--- config.mk ---
export PLATFORM = sky130hd
export DESIGN_NAME = down_counter_ctrl
export DESIGN_NICKNAME = d
export VERILOG_FILES = /design/src/rtl/down_counter_ctrl.sv
export SDC_FILE = /design/constraint.sdc
export NUM_CORES = 1
export LEC_CHECK = 0
export ABC_AREA = 1
export CORE_AREA = 4 4 41 43
export CTS_CLUSTER_DIAMETER = 150
export DETAILED_ROUTE_END_ITERATION = 8
export DIE_AREA = 0 0 45 47
export GPL_ROUTABILITY_DRIVEN = 1
export GPL_TIMING_DRIVEN = 0
export PLACE_DENSITY = 0.7
export RECOVER_POWER = 100
export SYNTH_ARGS = -nofsm -noshare
export SYNTH_HDL_FRONTEND = slang
export SYNTH_SLANG_ARGS = --single-unit
--- constraint.sdc ---
create_clock -name clk -period 1.43 [get_ports clk]
set_input_delay 0.286 -clock clk [delete_from_list [all_inputs] [get_ports clk]]
set_output_delay 0.286 -clock clk [all_outputs]
set_load 0.03 [all_outputs]
--- src/rtl/down_counter_ctrl.sv ---
// down_counter_ctrl
//   Sequencing controller for the down-counter datapath. It loads a start
//   value and counts it down to zero, decrementing once every DIV clocks.
//   Pause freezes the count. Abort returns the block to IDLE.
//   Completion is flagged with a registered one-cycle done pulse.
//
// Optional feature (compile-time macro DOWN_COUNTER_CTRL_AUTO_RELOAD_EN):
//   defined   - the terminal tick reloads the captured start value and the
//               run continues; done pulses once per period.
//   undefined - the terminal tick drives q to 0 and returns to IDLE.
//
// Parameters:
//   WIDTH  count width in bits (>=1)
//   DIV    clocks per decrement (>=1)
//
// Ports:
//   clk        rising-edge clock
//   rst        asynchronous active-low reset
//   start      load request, sampled only in IDLE
//   load_val   start count, captured when start is accepted
//   pause      level; holds prescaler and count while RUN
//   abort      synchronous return to IDLE (priority below rst)
//   q          current count
//   q_not      bitwise inverse of q
//   busy       1 while in RUN, including while paused
//   done       one-cycle pulse on terminal count
//   state_dbg  current FSM state (0 = IDLE, 1 = RUN)
//
// Handshake: start is a request level with no ready. It is accepted on any
// rising edge where the state is IDLE and abort is low. busy rising on the
// following cycle, or a done pulse for a zero load, acknowledges it.
module down_counter_ctrl #(
  parameter int WIDTH = 3,
  parameter int DIV   = 1
) (
  input  logic             clk,
  input  logic             rst,
  input  logic             start,
  input  logic [WIDTH-1:0] load_val,
  input  logic             pause,
  input  logic             abort,
  output logic [WIDTH-1:0] q,
  output logic [WIDTH-1:0] q_not,
  output logic             busy,
  output logic             done,
  output logic             state_dbg
);

  localparam int PW = (DIV > 1) ? $clog2(DIV) : 1;
  localparam logic [PW-1:0] PRE_LAST = PW'(DIV - 1);

  typedef enum logic {
    IDLE = 1'b0,
    RUN  = 1'b1
  } state_t;

  state_t           state;
  logic [PW-1:0]    pre;
  logic [WIDTH-1:0] reload;
  logic             tick;

  // With DIV == 1, every un-paused edge is a tick.
  // The prescaler then stays at 0.
  assign tick = (DIV == 1) ? 1'b1 : (pre == PRE_LAST);

  always_ff @(posedge clk or negedge rst) begin
    if (!rst) begin
      state  <= IDLE;
      q      <= '0;
      pre    <= '0;
      reload <= '0;
      done   <= 1'b0;
    end else begin
      done <= 1'b0;
      case (state)
        IDLE: begin
          if (abort) begin
            q <= '0;
          end else if (start) begin
            if (load_val != '0) begin
              q      <= load_val;
              reload <= load_val;
              pre    <= '0;
              state  <= RUN;
            end else begin
              // A zero load is a zero-length count.
              // It completes at once without entering RUN.
              q    <= '0;
              done <= 1'b1;
            end
          end
        end
        RUN: begin
          if (abort) begin
            state <= IDLE;
            q     <= '0;
            pre   <= '0;
          end else if (!pause) begin
            if (tick) begin
              pre <= '0;
              if (q > WIDTH'(1)) begin
                q <= q - WIDTH'(1);
              end else begin
                done <= 1'b1;
`ifdef DOWN_COUNTER_CTRL_AUTO_RELOAD_EN
                q <= reload;
`else
                q     <= '0;
                state <= IDLE;
`endif
              end
            end else begin
              pre <= pre + PW'(1);
            end
          end
        end
        default: begin
          state <= IDLE;
          q     <= '0;
          pre   <= '0;
        end
      endcase
    end
  end

  assign q_not     = ~q;
  assign busy      = (state == RUN);
  assign state_dbg = state;

endmodule

==> impl_metrics.toml <==
[outcome]
run_status = "completed"

[placed_design]
port_buffers = 16
gp_routability_congestion = 0.801
dpl.hpwl_um = 732
post_placement_cell_area_um2 = 552
dp_slack_ns = -0.125

[worst_hold_path]
timing.hold.worst.class = "in2async"

[floorplan]
die-area_um2 = 2120
initial_core_util_pct = 28.6
die-height_um = 47
core_region_area_um2 = 1300
floorplan.io_pins = 17
fp-row-count = 13
floorplan.die.width_um = 45

[route]
post-route-drc-count = 0
drt_iter0_markers = 5
wire_per_inst_um = 10.1
dr.pass1.iters = 4
dr_total_vias = 397
detail_route.wirelength.met1_um = 400
postRouteWirelength_um = 898
top_layer_used = "met3"
antenna_violating_nets_post_route = 0
met3_wirelength_um = 91
met2_wirelength_um = 405
via_per_inst = 4.46

[power]
p_sw_uw = 202
p_per_area_nw_per_um2 = 975
share_seq_of_total_power_pct = 32.9
worst_ir_drop_vdd_uv = 697
clock_power_share_pct = 29.7
power_leakage_uw = 0.000306
internal_power_uw = 336
swShare_pct = 37.6
fin_total_pwr_uw = 538
comb_power_share_pct = 37.4

[clocking]
tritoncts = "built"
clk_transition_reported_paths_ns = 0.04
cts_post_setup_buffers_inserted = 0
clockBufferDepth = 2
cts.sinks = 5
clock-root-buffer = "clkbuf_4"
cts_made_buffers = 3
htree_num_levels = 1
worst_skew_pair.late_latency_ns = 0.24

[timing]
max_freq_ghz = 0.735
slew_hr_pct = 74.6
timing.final.hold_violations = 0
timing_max_transition_violations_final = 0
tns_ns = 0
grt_setup_unrepaired = "false"
timing.final.crit_share_pct = 95.1
timing.clock.skew_ns = 0.00385
final.min_clock_period_ns = 1.36
final.hold.worst_slack_ns = 0.345
tightestPinTransition_ns = 0.383
setup_viol = 0
worst_slack_ns = 0.0701

[critical_path]
cp_slowest_cell = "dfrtp_2"
arr_time_crit_path_ns = 1.07
cp-start-kind = "flip-flop"
path_length_in_cells_of_the_critical_path = 2
cp_cell_sequence = "inv_1, clkdlybuf4s15_2"
data_required_time_of_the_worst_path_ns = 1.14
cp_slowest_stage_delay_ns = 0.44
largest_fanout_of_any_net_on_the_critical_path = 6
critPathBufInv = 2
reg2regPathDepth = 7
timing.critical_path.max_delay_family = "flip-flops"
timing_worst_setup_path_type = "reg2out"
crit_path_end_kind = "output pin"

[job]
max_cap_violations = 0

[logic_synthesis]
most_area_consuming_cells_after_synthesis = "dfrtp_1 (34%), inv_1 (12%), nand3_1 (11%)"
syn_nets = 64
most_area_hungry_cell_type_in_the_yosys_netlist = "dfrtp_1"
synthesis.area_um2 = 372
post_synth_num_cell_types = 15
synth_cells = 54
yosysWarningCount = 0
synth_seq_cells = 5
avgSynthCellArea_um2 = 6.88
post-synth-top-area-fraction_pct = 33.7
synth.yosys.seq_area_share_pct = 33.7

[grt]
maximum_number_of_pins_on_one_net_before_global_route_repair = 8
track_usage_pct = 9.28
number_of_global_route_vias_before_repair = 360
antenna_violations_before_repair = 0
first_pass_grt_wire_length_mm = 1.36
grt_remaining_overflow = 0

[cells_and_area]
share_of_cells_above_drive_strength_1_pct = 18.9
antenna-diode-count = 0
fill_cells = 156
area.growth.synth_to_final_pct = 48.5
postLayoutCellArea_um2 = 552
finish.net_count = 85
## through the flow
step           std cells  utilization (%)
4_1_cts               89             43.9
2_1_floorplan         54                -
3_5_place_dp          85             42.4
6_report              89             42.4
3_3_place_gp          85             42.4
5_1_grt               89             42.4
## routing by layer
metal  GRT usage (%)  vias to the layer above
met4            1.75                        0
met2            15.5                       19
met5               0                        -
li1                -                      209
met3            5.75                        0
met1            10.1                      169
## cell families after synthesis
group                    Yosys count  share of synthesized area [%]
AO/OA/AOI/OAI                      6                           9.09
AND/OR/NAND/NOR                   27                           35.4
adder cells (fa/ha/maj)            2                           6.73
buffers and inverters             14                           15.2
flip-flops                         5                           33.7
## worst paths after layout
check	endpoint	from	slack, ns
worst max-delay path	q_not[0]	q[0]	0.07
worst min register to register	q[0]	q[0]	0.59
min in group clk	q[0]	q[0]	0.59
worst max register to register	q[1]	q[1]	0.24
max in group asynchronous	q[0]	rst	0.87
worst min-delay path	q[1]	rst	0.34
## worst register-to-register path, stage by stage (launching register included)
cell     delay (ns)
dfrtp_1        0.41
inv_2          0.09
ha_1           0.13
inv_1          0.04
o21ai_0        0.12
nand2_1        0.11
nand3_1        0.11
nand2_1        0.05
## synthesized netlist by cell type
master / instances
inv_1: 12
nand2_1: 10
nand3_1: 8
dfrtp_1: 5
nor2_1: 4
a21oi_1: 3
ha_1: 2
nand3_2: 2
o21ai_0: 2
a21oi_2: 1
buf_4: 1
inv_2: 1
nand2_2: 1
nand4_1: 1
nor2_2: 1
## power by group through the flow
stage	registers [uW]	logic, uW	clock network, uW
final	177	201	160
after global routing	181	223	179
after CTS	178	212	166
after detailed placement	181	226	0
after global placement	179	223	0
after floorplan	203	108	0
## area by class of cell
cell class / count / area, um^2 / area share, %
Buffer: 1 / 7.51 / 1.36
Multi-Input combinational cell: 35 / 186 / 33.8
Inverter: 13 / 48.8 / 8.84
Sequential cell: 5 / 126 / 22.9
Timing Repair Buffer: 16 / 138 / 24.9
Clock buffer: 4 / 26.3 / 4.76
Tap cell: 15 / 18.8 / 3.40
## flip-flops by register name, summed over array words and instances, names as in the netlist
register  count
q             3
busy          1
done          1
## layout by cell type, fill, tap and decap left out
| master | count |
|---|---|
| a21oi_1 | 4 |
| buf_4 | 1 |
| clkbuf_1 | 3 |
| clkbuf_2 | 1 |
| clkbuf_4 | 4 |
| clkdlybuf4s15_1 | 1 |
| clkdlybuf4s15_2 | 1 |
| clkdlybuf4s50_1 | 6 |
| dfrtp_1 | 4 |
| dfrtp_2 | 1 |
| dlygate4sd2_1 | 3 |
| dlygate4sd3_1 | 1 |
| ha_1 | 2 |
| inv_1 | 11 |
| inv_2 | 2 |
| nand2_1 | 10 |
| nand2_2 | 1 |
| nand3_1 | 8 |
| nand3_2 | 2 |
| nand4_1 | 1 |
| nor2_1 | 4 |
| nor2_2 | 1 |
| o21ai_0 | 2 |
## timing repair
item,in CTS,in global routing
resized for setup,15,4
setup endpoints to repair,9,3
hold buffers,0,0
Note: power is estimated with default switching activity, not from simulation.
